--- src/rtl/spi_sched_if.sv ---
// spi_sched_if: requester-side and flex_spi-side signals of the spi_sched
// round-robin SPI scheduler, bundled into one interface.
//
// Modports:
//   master - used by spi_sched: drives grant/rsp_*/cs_n/spi_* strobes and mode,
//            observes req/req_tx/req_cfg and the flex_spi status and data bus.
//   slave  - used by the environment (requesters plus flex_spi).
//
// Signals:
//   req[NREQ]          level request per requester
//   req_tx[16*NREQ]    TX word of requester i at [16i+15:16i]
//   req_cfg[6*NREQ]    requester i: [6i+5]=cpol, [6i+4]=cpha, [6i+3:6i]=xfer_len
//   grant[NREQ]        one-hot owner of the SPI master
//   rsp_valid[NREQ]    one-cycle response pulse to the owner
//   rsp_data[16]       RX word, valid with rsp_valid
//   rsp_err            timeout abort flag, valid with rsp_valid
//   cs_n[NREQ]         active-low chip selects
//   spi_we/en/oe       strobes to flex_spi
//   spi_cpol/cpha      mode to flex_spi
//   spi_xfer_len[4]    transfer length to flex_spi
//   spi_tx[16]         word driven onto the flex_spi data bus while spi_we=1
//   spi_rx[16]         flex_spi data bus, sampled while spi_oe=1
//   spi_busy/spi_done  flex_spi status
interface spi_sched_if #(
  parameter int unsigned NREQ = 4
);
  logic [NREQ-1:0]      req;
  logic [16*NREQ-1:0]   req_tx;
  logic [6*NREQ-1:0]    req_cfg;
  logic [NREQ-1:0]      grant;
  logic [NREQ-1:0]      rsp_valid;
  logic [15:0]          rsp_data;
  logic                 rsp_err;
  logic [NREQ-1:0]      cs_n;
  logic                 spi_we;
  logic                 spi_en;
  logic                 spi_oe;
  logic                 spi_cpol;
  logic                 spi_cpha;
  logic [3:0]           spi_xfer_len;
  logic [15:0]          spi_tx;
  logic [15:0]          spi_rx;
  logic                 spi_busy;
  logic                 spi_done;

  modport master (
    input  req, req_tx, req_cfg, spi_rx, spi_busy, spi_done,
    output grant, rsp_valid, rsp_data, rsp_err, cs_n,
           spi_we, spi_en, spi_oe, spi_cpol, spi_cpha, spi_xfer_len, spi_tx
  );

  modport slave (
    output req, req_tx, req_cfg, spi_rx, spi_busy, spi_done,
    input  grant, rsp_valid, rsp_data, rsp_err, cs_n,
           spi_we, spi_en, spi_oe, spi_cpol, spi_cpha, spi_xfer_len, spi_tx
  );
endinterface

--- src/rtl/spi_sched.sv ---
// spi_sched: round-robin scheduler sharing one flex_spi master among NREQ
// requesters. Sequences IDLE -> LOAD -> SETUP -> XFER -> READ -> RESP -> IDLE,
// drives per-requester chip selects and returns the RX word to the owner.
//
// Parameters:
//   NREQ    number of requesters (2..8)
//   TIMEOUT XFER watchdog limit in clk cycles (16..65535), only used when the
//           SPI_SCHED_TIMEOUT_EN macro is defined.
//
// Ports:
//   clk  system clock, shared with flex_spi
//   rst  synchronous active-high reset
//   bus  spi_sched_if.master (requester handshake plus flex_spi strobes)
//
// Build option:
//   SPI_SCHED_TIMEOUT_EN  defined: XFER aborts after TIMEOUT cycles with
//                         rsp_err=1 and rsp_data=16'hFFFF.
//                         undefined: XFER waits indefinitely, rsp_err is 0.
module spi_sched #(
  parameter int unsigned NREQ    = 4,
  parameter int unsigned TIMEOUT = 1024
) (
  input logic         clk,
  input logic         rst,
  spi_sched_if.master bus
);
  localparam int unsigned IW = $clog2(NREQ);

  if (NREQ < 2 || NREQ > 8) begin : g_bad_nreq
    $error("spi_sched: NREQ must be in 2..8");
  end
  if (TIMEOUT < 16 || TIMEOUT > 65535) begin : g_bad_timeout
    $error("spi_sched: TIMEOUT must be in 16..65535");
  end

  typedef enum logic [2:0] {IDLE, LOAD, SETUP, XFER, READ, RESP} state_t;

  state_t          state, state_d;
  logic [IW-1:0]   owner, owner_d, ptr, ptr_d, win;
  logic            busy_seen, busy_seen_d;
  logic [NREQ-1:0] grant_q, grant_d, rsp_valid_q, rsp_valid_d, cs_n_q, cs_n_d;
  logic [15:0]     rsp_data_q, rsp_data_d, tx_q, tx_d;
  logic            cpol_q, cpol_d, cpha_q, cpha_d;
  logic [3:0]      len_q, len_d;
  logic            we_q, we_d, en_q, en_d, oe_q, oe_d;
`ifdef SPI_SCHED_TIMEOUT_EN
  logic [15:0]     cnt, cnt_d;
  logic            err_q, err_d;
`endif

  // First requesting index strictly after ptr, wrapping; scanning from the
  // far end down lets the nearest index overwrite farther ones.
  always_comb begin
    int unsigned idx;
    idx = 0;
    win = ptr;
    for (int unsigned k = NREQ; k >= 1; k--) begin
      idx = (32'(ptr) + k) % NREQ;
      if (bus.req[idx]) win = IW'(idx);
    end
  end

  always_comb begin
    state_d     = state;
    owner_d     = owner;
    ptr_d       = ptr;
    busy_seen_d = busy_seen;
    tx_d        = tx_q;
    cpol_d      = cpol_q;
    cpha_d      = cpha_q;
    len_d       = len_q;
    rsp_data_d  = rsp_data_q;
`ifdef SPI_SCHED_TIMEOUT_EN
    cnt_d       = cnt;
    err_d       = 1'b0;
`endif
    case (state)
      IDLE: begin
        if (|bus.req) begin
          state_d = LOAD;
          owner_d = win;
          ptr_d   = win;
          tx_d    = bus.req_tx[16*win +: 16];
          {cpol_d, cpha_d, len_d} = bus.req_cfg[6*win +: 6];
        end
      end
      LOAD:  state_d = SETUP;
      SETUP: begin
        state_d     = XFER;
        busy_seen_d = 1'b0;
`ifdef SPI_SCHED_TIMEOUT_EN
        cnt_d       = '0;
`endif
      end
      XFER: begin
        if (bus.spi_busy) busy_seen_d = 1'b1;
        // A done without a prior busy belongs to the previous transfer.
        if (bus.spi_done && busy_seen) state_d = READ;
`ifdef SPI_SCHED_TIMEOUT_EN
        else if (cnt == 16'(TIMEOUT - 1)) begin
          state_d    = RESP;
          rsp_data_d = '1;
          err_d      = 1'b1;
        end
        cnt_d = cnt + 16'd1;
`endif
      end
      READ: begin
        rsp_data_d = bus.spi_rx;
        state_d    = RESP;
      end
      RESP:    state_d = IDLE;
      default: state_d = IDLE;
    endcase

    // Outputs are registered, so they are decoded from the next state.
    grant_d     = '0;
    rsp_valid_d = '0;
    cs_n_d      = '1;
    if (state_d != IDLE) grant_d[owner_d] = 1'b1;
    if (state_d inside {SETUP, XFER, READ}) cs_n_d[owner_d] = 1'b0;
    if (state_d == RESP) rsp_valid_d[owner_d] = 1'b1;
    we_d = (state_d == LOAD);
    en_d = (state_d == XFER);
    oe_d = (state_d == READ);
  end

  always_ff @(posedge clk) begin
    if (rst) begin
      state       <= IDLE;
      owner       <= '0;
      ptr         <= IW'(NREQ - 1);
      busy_seen   <= 1'b0;
      grant_q     <= '0;
      rsp_valid_q <= '0;
      cs_n_q      <= '1;
      rsp_data_q  <= '0;
      tx_q        <= '0;
      cpol_q      <= 1'b0;
      cpha_q      <= 1'b0;
      len_q       <= '0;
      we_q        <= 1'b0;
      en_q        <= 1'b0;
      oe_q        <= 1'b0;
    end else begin
      state       <= state_d;
      owner       <= owner_d;
      ptr         <= ptr_d;
      busy_seen   <= busy_seen_d;
      grant_q     <= grant_d;
      rsp_valid_q <= rsp_valid_d;
      cs_n_q      <= cs_n_d;
      rsp_data_q  <= rsp_data_d;
      tx_q        <= tx_d;
      cpol_q      <= cpol_d;
      cpha_q      <= cpha_d;
      len_q       <= len_d;
      we_q        <= we_d;
      en_q        <= en_d;
      oe_q        <= oe_d;
    end
  end

`ifdef SPI_SCHED_TIMEOUT_EN
  always_ff @(posedge clk) begin
    if (rst) begin
      cnt   <= '0;
      err_q <= 1'b0;
    end else begin
      cnt   <= cnt_d;
      err_q <= err_d;
    end
  end
  assign bus.rsp_err = err_q;
`else
  assign bus.rsp_err = 1'b0;
`endif

  assign bus.grant        = grant_q;
  assign bus.rsp_valid    = rsp_valid_q;
  assign bus.rsp_data     = rsp_data_q;
  assign bus.cs_n         = cs_n_q;
  assign bus.spi_we       = we_q;
  assign bus.spi_en       = en_q;
  assign bus.spi_oe       = oe_q;
  assign bus.spi_cpol     = cpol_q;
  assign bus.spi_cpha     = cpha_q;
  assign bus.spi_xfer_len = len_q;
  assign bus.spi_tx       = tx_q;
endmodule

--- src/flat_wrapper.sv ---
// flat-port wrapper written by rule: the top's interface ports become plain ports
module spi_sched_flat 
#(
  parameter int unsigned NREQ    = 4,
  parameter int unsigned TIMEOUT = 1024
)
  (clk, rst, bus_req, bus_req_tx, bus_req_cfg, bus_spi_rx, bus_spi_busy, bus_spi_done, bus_grant, bus_rsp_valid, bus_rsp_data, bus_rsp_err, bus_cs_n, bus_spi_we, bus_spi_en, bus_spi_oe, bus_spi_cpol, bus_spi_cpha, bus_spi_xfer_len, bus_spi_tx);
  spi_sched_if #(.NREQ(NREQ)) bus_i ();
  input logic clk;
  input logic rst;
  input wire logic [$bits(bus_i.req)-1:0] bus_req;
  input wire logic [$bits(bus_i.req_tx)-1:0] bus_req_tx;
  input wire logic [$bits(bus_i.req_cfg)-1:0] bus_req_cfg;
  input wire logic [$bits(bus_i.spi_rx)-1:0] bus_spi_rx;
  input wire logic [$bits(bus_i.spi_busy)-1:0] bus_spi_busy;
  input wire logic [$bits(bus_i.spi_done)-1:0] bus_spi_done;
  output wire logic [$bits(bus_i.grant)-1:0] bus_grant;
  output wire logic [$bits(bus_i.rsp_valid)-1:0] bus_rsp_valid;
  output wire logic [$bits(bus_i.rsp_data)-1:0] bus_rsp_data;
  output wire logic [$bits(bus_i.rsp_err)-1:0] bus_rsp_err;
  output wire logic [$bits(bus_i.cs_n)-1:0] bus_cs_n;
  output wire logic [$bits(bus_i.spi_we)-1:0] bus_spi_we;
  output wire logic [$bits(bus_i.spi_en)-1:0] bus_spi_en;
  output wire logic [$bits(bus_i.spi_oe)-1:0] bus_spi_oe;
  output wire logic [$bits(bus_i.spi_cpol)-1:0] bus_spi_cpol;
  output wire logic [$bits(bus_i.spi_cpha)-1:0] bus_spi_cpha;
  output wire logic [$bits(bus_i.spi_xfer_len)-1:0] bus_spi_xfer_len;
  output wire logic [$bits(bus_i.spi_tx)-1:0] bus_spi_tx;
  assign bus_i.req = bus_req;
  assign bus_i.req_tx = bus_req_tx;
  assign bus_i.req_cfg = bus_req_cfg;
  assign bus_i.spi_rx = bus_spi_rx;
  assign bus_i.spi_busy = bus_spi_busy;
  assign bus_i.spi_done = bus_spi_done;
  assign bus_grant = bus_i.grant;
  assign bus_rsp_valid = bus_i.rsp_valid;
  assign bus_rsp_data = bus_i.rsp_data;
  assign bus_rsp_err = bus_i.rsp_err;
  assign bus_cs_n = bus_i.cs_n;
  assign bus_spi_we = bus_i.spi_we;
  assign bus_spi_en = bus_i.spi_en;
  assign bus_spi_oe = bus_i.spi_oe;
  assign bus_spi_cpol = bus_i.spi_cpol;
  assign bus_spi_cpha = bus_i.spi_cpha;
  assign bus_spi_xfer_len = bus_i.spi_xfer_len;
  assign bus_spi_tx = bus_i.spi_tx;
  spi_sched #(.NREQ(NREQ), .TIMEOUT(TIMEOUT)) u_core (.clk(clk), .rst(rst), .bus(bus_i));
endmodule
--- config.mk ---
export PLATFORM = sky130hd
export DESIGN_NAME = spi_sched_flat
export DESIGN_NICKNAME = d
export VERILOG_FILES = /design/src/rtl/spi_sched_if.sv /design/src/rtl/spi_sched.sv /design/src/flat_wrapper.sv
export SDC_FILE = /design/constraint.sdc
export NUM_CORES = 1
export LEC_CHECK = 0
export ABC_AREA = 1
export CORE_ASPECT_RATIO = 0.5
export CORE_MARGIN = 2
export CORE_UTILIZATION = 35
export CTS_BUF_LIST = sky130_fd_sc_hd__clkbuf_16
export CTS_CLUSTER_SIZE = 12
export DETAILED_ROUTE_END_ITERATION = 7
export PLACE_DENSITY_LB_ADDON = 0.1
export RECOVER_POWER = 100
export REMOVE_ABC_BUFFERS = 1
export SYNTH_ARGS = -nofsm -noshare
export SYNTH_HDL_FRONTEND = slang
export SYNTH_SLANG_ARGS = --single-unit
--- constraint.sdc ---
create_clock -name clk -period 1.6 [get_ports clk]
set_input_delay 0.4 -clock clk [delete_from_list [all_inputs] [get_ports clk]]
set_output_delay 0.4 -clock clk [all_outputs]
set_load 0.05 [all_outputs]
==> results of run 1 <==
## cells by family after synthesis
family          after synthesis  synth area share (%)
other cells                   1                 0.114
simple gates                305                  39.9
flops                        61                  37.1
compound gates               44                  7.08
buf+inv                     120                  15.8
## Yosys cell counts (all sizes together)
cell	number
nand2	105
nand3	101
nor2	96
inv	92
dfxtp	61
o21ai	28
buf	21
a21oi	14
clkbuf	6
nor3	3
o211ai	2
clkinv	1
conb	1
## flip-flops by register name, indices dropped and copies added, names as in the netlist
signal / cells
u_core.bus.cs_n: 4
u_core.bus.grant: 4
u_core.bus.rsp_data: 16
u_core.bus.rsp_valid: 4
u_core.bus.spi_cpha: 1
u_core.bus.spi_cpol: 1
u_core.bus.spi_en: 1
u_core.bus.spi_oe: 1
u_core.bus.spi_tx: 16
u_core.bus.spi_we: 1
u_core.bus.spi_xfer_len: 4
u_core.busy_seen: 1
u_core.owner: 2
u_core.ptr: 2
u_core.state: 3
## report_power, final
part	total, mW	internal (mW)	leakage (nW)	switching, mW
combinational	6.72	3.11	2.56	3.61
clock	2.07	1.36	0.161	0.712
sequential	2.08	1.80	0.500	0.274
total	10.9	6.27	3.22	4.59
## repair_timing
action,4_1_cts,5_1_grt
buffers inserted,2,2
hold buffers,0,0
gates cloned,3,3
pin swaps,21,28
endpoints found under the setup margin,37,38
gates resized for setup,66,73
## worst max-delay path, delay by kind of cell, from the launching register on
kind / cells / cell delay [ns]
flip-flops: 1 / 0.37
AND/OR/NAND/NOR: 9 / 0.77
AO/OA/AOI/OAI: 1 / 0.18
buffers and inverters: 3 / 0.34
## worst max path at each step
stage / slack, ns / to / depth (start not counted)
after floorplan: -0.73 / u_core.bus.spi_cpha / 13
after global placement: -0.56 / u_core.bus.spi_tx[7] / 11
after detailed placement: -0.57 / u_core.bus.spi_tx[11] / 11
after CTS: -0.08 / u_core.bus.spi_tx[10] / 14
after global routing: -0.27 / u_core.bus.spi_tx[4] / 13
final: -0.17 / u_core.bus.spi_tx[4] / 13
## area by class of cell
type                       instances  area [um2]  area share (%)
clock inverter                     7        91.3            1.35
sequential                        61        1230            18.2
inverter                          93         364            5.39
multi-input combinational        350        1940            28.8
tap                              117         146            2.17
timing repair buffer             215        2760            40.8
clock buffer                       9         225            3.33
## metrics by stage
| stage | power (mW) | utilization, % | instances |
|---|---|---|---|
| CTS | 9.90 | 71.4 | 848 |
| detailed placement | 7.17 | 65.1 | 827 |
| finish | 10.9 | 75.7 | 852 |
| global placement | 7.12 | 65.1 | 827 |
| global route | 11.4 | 75.7 | 852 |
| floorplan | 4.64 | - | 504 |
## routing by layer
| metal | global-route usage (%) | vias to the layer above | wire [um] |
|---|---|---|---|
| li1 | - | 2036 | - |
| met1 | 26.4 | 1824 | 4920 |
| met2 | 37.7 | 160 | 5870 |
| met3 | 9.31 | 21 | 1140 |
| met4 | 7.67 | 0 | 234 |
| met5 | 0 | - | 0 |
==> flow_summary.json, run 1 <==
{
  "synth.area.top_cells": "sky130_fd_sc_hd__dfxtp_1 37%, sky130_fd_sc_hd__nand3_1 15%, sky130_fd_sc_hd__nand2_1 11%, sky130_fd_sc_hd__nor2_1 11%, sky130_fd_sc_hd__inv_1 9.7%",
  "max_cap_viol_count": 0,
  "postRouteAntennaNets": 0,
  "hp-class": "flop to flop",
  "antenna_violations_before_repair": 0,
  "setup_viol_count_final": 36,
  "leakagePower_nw": 3.22,
  "grt_start_max_net_pins": 24,
  "yosys.area.top_type_share_pct": 37.1,
  "numPortBuffers": 164,
  "critPathMaxFanout": 10,
  "layout_commonest_cell": "sky130_fd_sc_hd__clkdlybuf4s50_1",
  "totalNegativeSetupSlack_ns": -3.77,
  "diodes": 0,
  "fmax_ghz": 0.565,
  "cp-startpoint": "u_core.ptr[0]",
  "viasPerCell": 4.74,
  "drc_errors": 0,
  "clockRootBuffer": "sky130_fd_sc_hd__clkbuf_16",
  "drt_pre_antenna_iters": 5,
  "power.density_nw_per_um2": 1610,
  "ff2ff_setup_slack_ns": -0.17,
  "rsz0062_at_grt": "yes",
  "min_delay_worst_endpoint": "u_core.busy_seen",
  "cp_data_arrival_time_ns": 1.99,
  "dpl-instance-area_um2": 5810,
  "postLayoutCellArea_um2": 6750,
  "drt_wl_total_um": 12200,
  "worstSetupStartpointType": "flop",
  "routed-via-count": 4041,
  "status": "complete, but fails checks",
  "tritoncts": "built",
  "synth_top_cell_by_area": "sky130_fd_sc_hd__dfxtp_1",
  "die-width_um": 141,
  "regToRegEndpoint": "u_core.bus.spi_tx[4]",
  "synth_area_per_cell_um2": 6.19,
  "yosys_warnings": 0,
  "worstSkewPairLatency_ns": 0.33,
  "layout-drive-gt1-share_pct": 29.0,
  "area.growth.synth_to_final_pct": 105,
  "r2r_start": "u_core.ptr[0]",
  "worstHoldStart": "u_core.busy_seen",
  "vdd_ir_drop_max_mv": 0.836,
  "rows": 24,
  "min_delay_path_depth": 2,
  "most-common-layout-cells": "106 x sky130_fd_sc_hd__clkdlybuf4s50_1, 86 x sky130_fd_sc_hd__nor2_1, 84 x sky130_fd_sc_hd__inv_1",
  "cts.sink_count": 61,
  "clock_tree.htree_level_count": 3,
  "first_pass_grt_wire_length_um": 18300,
  "globalRouteOverflowTotal": 0,
  "worstPathRequired_ns": 1.82,
  "timing_max_transition_violations_final": 0,
  "fin_crit_sh_pct": 111,
  "post_synth_num_cell_types": 24,
  "pin_count": 166,
  "ctsLongestPathBuffers": 2,
  "post_synth_instance_area_um2": 3290,
  "reg2regPathDepth": 13,
  "initial_util_pct": 36.9,
  "routabilityCongestion": 0.799,
  "die_area_um2": 10200,
  "nFillCells": 635,
  "clk_transition_reported_paths_ns": 0.06,
  "place_hpwl_um": 8040,
  "crit_path_top_delay_cell": "sky130_fd_sc_hd__dfxtp_4",
  "holdWs_ns": 0.478,
  "synthCells": 531,
  "pre_cts_slack_ns": -0.566,
  "final-hold-violation-count": 0,
  "first_global_vias": 3976,
  "criticalPathCategory": "flop to flop",
  "finalCriticalPeriod_ns": 1.77,
  "ys_seq_area_share_pct": 37.1,
  "setup_ws_ns": -0.170,
  "nature_of_the_critical_path_endpoint": "flop",
  "critPathMaxStageDelay_ns": 0.37,
  "postSynthRegisterBits": 61,
  "path_cells": "buf_6 -> nand2_2 -> a21oi_2 -> nor2_4 -> nand2_4 -> nand2_8 -> nand2_8 -> clkbuf_16 -> nand3_2 -> nand3_1 -> nand3_1 -> nand2_1 -> inv_1",
  "failed_checks": "setup timing",
  "cts_buffers": 9,
  "detail_route.wl_per_cell_um": 14.3,
  "floorplan.die.height_um": 72.5,
  "core-area_um2": 8920,
  "final_nets": 842,
  "globalRouteTotalUtil_pct": 22.5,
  "skew_ns": 0.00531,
  "drt_iter0_markers": 214
}
Power figures use the tool's default switching activity.
==> run 2, diff against run 1 <==
==> constraint.sdc (replaced) <==
create_clock -name clk -period 2.1 [get_ports clk]
set_input_delay 0.525 -clock clk [delete_from_list [all_inputs] [get_ports clk]]
set_output_delay 0.525 -clock clk [all_outputs]
set_load 0.05 [all_outputs]
==> run 2 against run 1 <==
Effect of this change:
- the flow now finishes without violations
- global-route usage shrank 2.1 points
- cell count shrank 2.1%
- flip-flop and latch count is the same
- total power shrank 41%
- die area is the same
- design area shrank 19%
- worst setup slack gained 0.23 ns
- critical path type is now flop to primary output
==> flow_summary.json, run 2 (synthesis results as in run 1) <==
{
  "status": "complete, no violations",
  "min_delay_path_depth": 2,
  "worst_pin_slew_ns": 0.635,
  "nature_of_the_critical_path_endpoint": "primary output",
  "timing.critical_path.max_delay_family": "buffers and inverters",
  "min_delay_worst_endpoint": "u_core.busy_seen",
  "die_area_um2": 10200,
  "critPathMaxFanout": 2,
  "place_hpwl_um": 7710,
  "timing_max_transition_violations_final": 0,
  "max_cap_viol_count": 0,
  "critical_path_buf_inv_count": 1,
  "globalRouteTotalUtil_pct": 20.4,
  "worstPathRequired_ns": 1.57,
  "layout_commonest_cell": "sky130_fd_sc_hd__clkdlybuf4s50_1",
  "first_global_vias": 3751,
  "tritoncts": "built",
  "clockRootBuffer": "sky130_fd_sc_hd__clkbuf_16",
  "postLayoutCellArea_um2": 5500,
  "fin_crit_sh_pct": 97.3,
  "globalRouteOverflowTotal": 0,
  "slew_headroom_pct": 57.8,
  "worstHoldStart": "u_core.busy_seen",
  "detail_route.wl_per_cell_um": 12.4,
  "drt_wl_total_um": 10300,
  "setup_viol_count_final": 0,
  "routabilityCongestion": 0.840,
  "cts.sink_count": 61,
  "power.density_nw_per_um2": 1170,
  "area.growth.synth_to_final_pct": 67.4,
  "path_cells": "clkdlybuf4s50_1",
  "postRouteAntennaNets": 0,
  "fmax_ghz": 0.490,
  "regToRegEndpoint": "u_core.bus.spi_tx[12]",
  "grt_start_max_net_pins": 24,
  "floorplan.die.height_um": 72.5,
  "die-width_um": 141,
  "rows": 24,
  "holdWs_ns": 0.473,
  "layout-drive-gt1-share_pct": 9.76,
  "skew_ns": 0.00410,
  "initial_util_pct": 36.9,
  "timing.critical_path.depth": 1,
  "cp-startpoint": "u_core.bus.spi_cpha",
  "finalCriticalPeriod_ns": 2.04,
  "diodes": 0,
  "crit_path_top_delay_cell": "sky130_fd_sc_hd__clkdlybuf4s50_1",
  "most-common-layout-cells": "160 x sky130_fd_sc_hd__clkdlybuf4s50_1, 100 x sky130_fd_sc_hd__nand3_1, 96 x sky130_fd_sc_hd__nand2_1",
  "final_util_pct": 61.7,
  "final-hold-violation-count": 0,
  "dpl-instance-area_um2": 5200,
  "viasPerCell": 4.57,
  "totalNegativeSetupSlack_ns": 0,
  "post-cts-setup-buffer-count": 0,
  "clk_transition_reported_paths_ns": 0.05,
  "drt_pre_antenna_iters": 4,
  "final_nets": 824,
  "reg2regPathDepth": 13,
  "drt_iter0_markers": 152,
  "ctsLongestPathBuffers": 2,
  "drc_errors": 0,
  "worstSetupStartpointType": "flop",
  "core-area_um2": 8920,
  "vdd_ir_drop_max_mv": 0.494,
  "cp_data_arrival_time_ns": 1.52,
  "r2r_start": "u_core.ptr[0]",
  "ff2ff_setup_slack_ns": 0.28,
  "routed-via-count": 3808,
  "hp-class": "flop to flop",
  "clock_tree.htree_level_count": 3,
  "worstSkewPairLatency_ns": 0.33,
  "cts_buffers": 9,
  "pin_count": 166,
  "criticalPathCategory": "flop to primary output",
  "antenna_violations_before_repair": 0,
  "first_pass_grt_wire_length_um": 16500,
  "numPortBuffers": 164,
  "leakagePower_nw": 2.67,
  "critPathMaxStageDelay_ns": 0.82
}
-- run 2: power breakdown --
part / internal [mW] / switching [mW] / total, mW
registers: 1.37 / 0.118 / 1.49
clock network: 0.910 / 0.539 / 1.45
logic: 1.40 / 2.11 / 3.51
total: 3.67 / 2.77 / 6.44
-- run 2: worst max-delay path by stage --
stage | end | slack (ns)
finish | bus_spi_cpha | 0.06
global route | u_core.bus.spi_tx[10] | -0.01
CTS | bus_spi_cpha | 0.03
detailed placement | u_core.bus.rsp_valid[3] | -0.21
global placement | u_core.bus.rsp_valid[2] | -0.18
floorplan | u_core.bus.spi_cpha | -0.23
-- run 2: layout make-up --
type,count,area [um2]
well taps,117,146
repair buffers,197,1930
fillers,828,3420
clock inverters,7,67.6
multi-input cells,350,1560
flip-flops and latches,61,1220
clock buffers,9,225
inverters,93,352
-- run 2: metal layers --
layer / up-vias / global-route usage (%) / part of all wire [%]
met1: 1660 / 23.5 / 44
li1: 2000 / - / -
met4: 0 / 5.78 / 1.3
met2: 136 / 35.0 / 46
met5: - / 0 / 0
met3: 12 / 9.11 / 9.4
-- run 2: through the flow --
| step | total power [mW] | setup WS, ns | cells |
|---|---|---|---|
| after floorplan | 3.53 | -0.231 | 504 |
| after global placement | 4.96 | -0.183 | 818 |
| after detailed placement | 4.99 | -0.213 | 818 |
| after CTS | 6.47 | 0.0330 | 834 |
| after global routing | 6.89 | -0.0102 | 834 |
| final | 6.44 | 0.0571 | 834 |
-- run 2: repair_timing --
action                                 in CTS  in global routing
hold buffers                                0                  0
setup endpoints to repair                   0                 29
resized for setup                           0                  6
endpoints found under the hold margin       0                  0
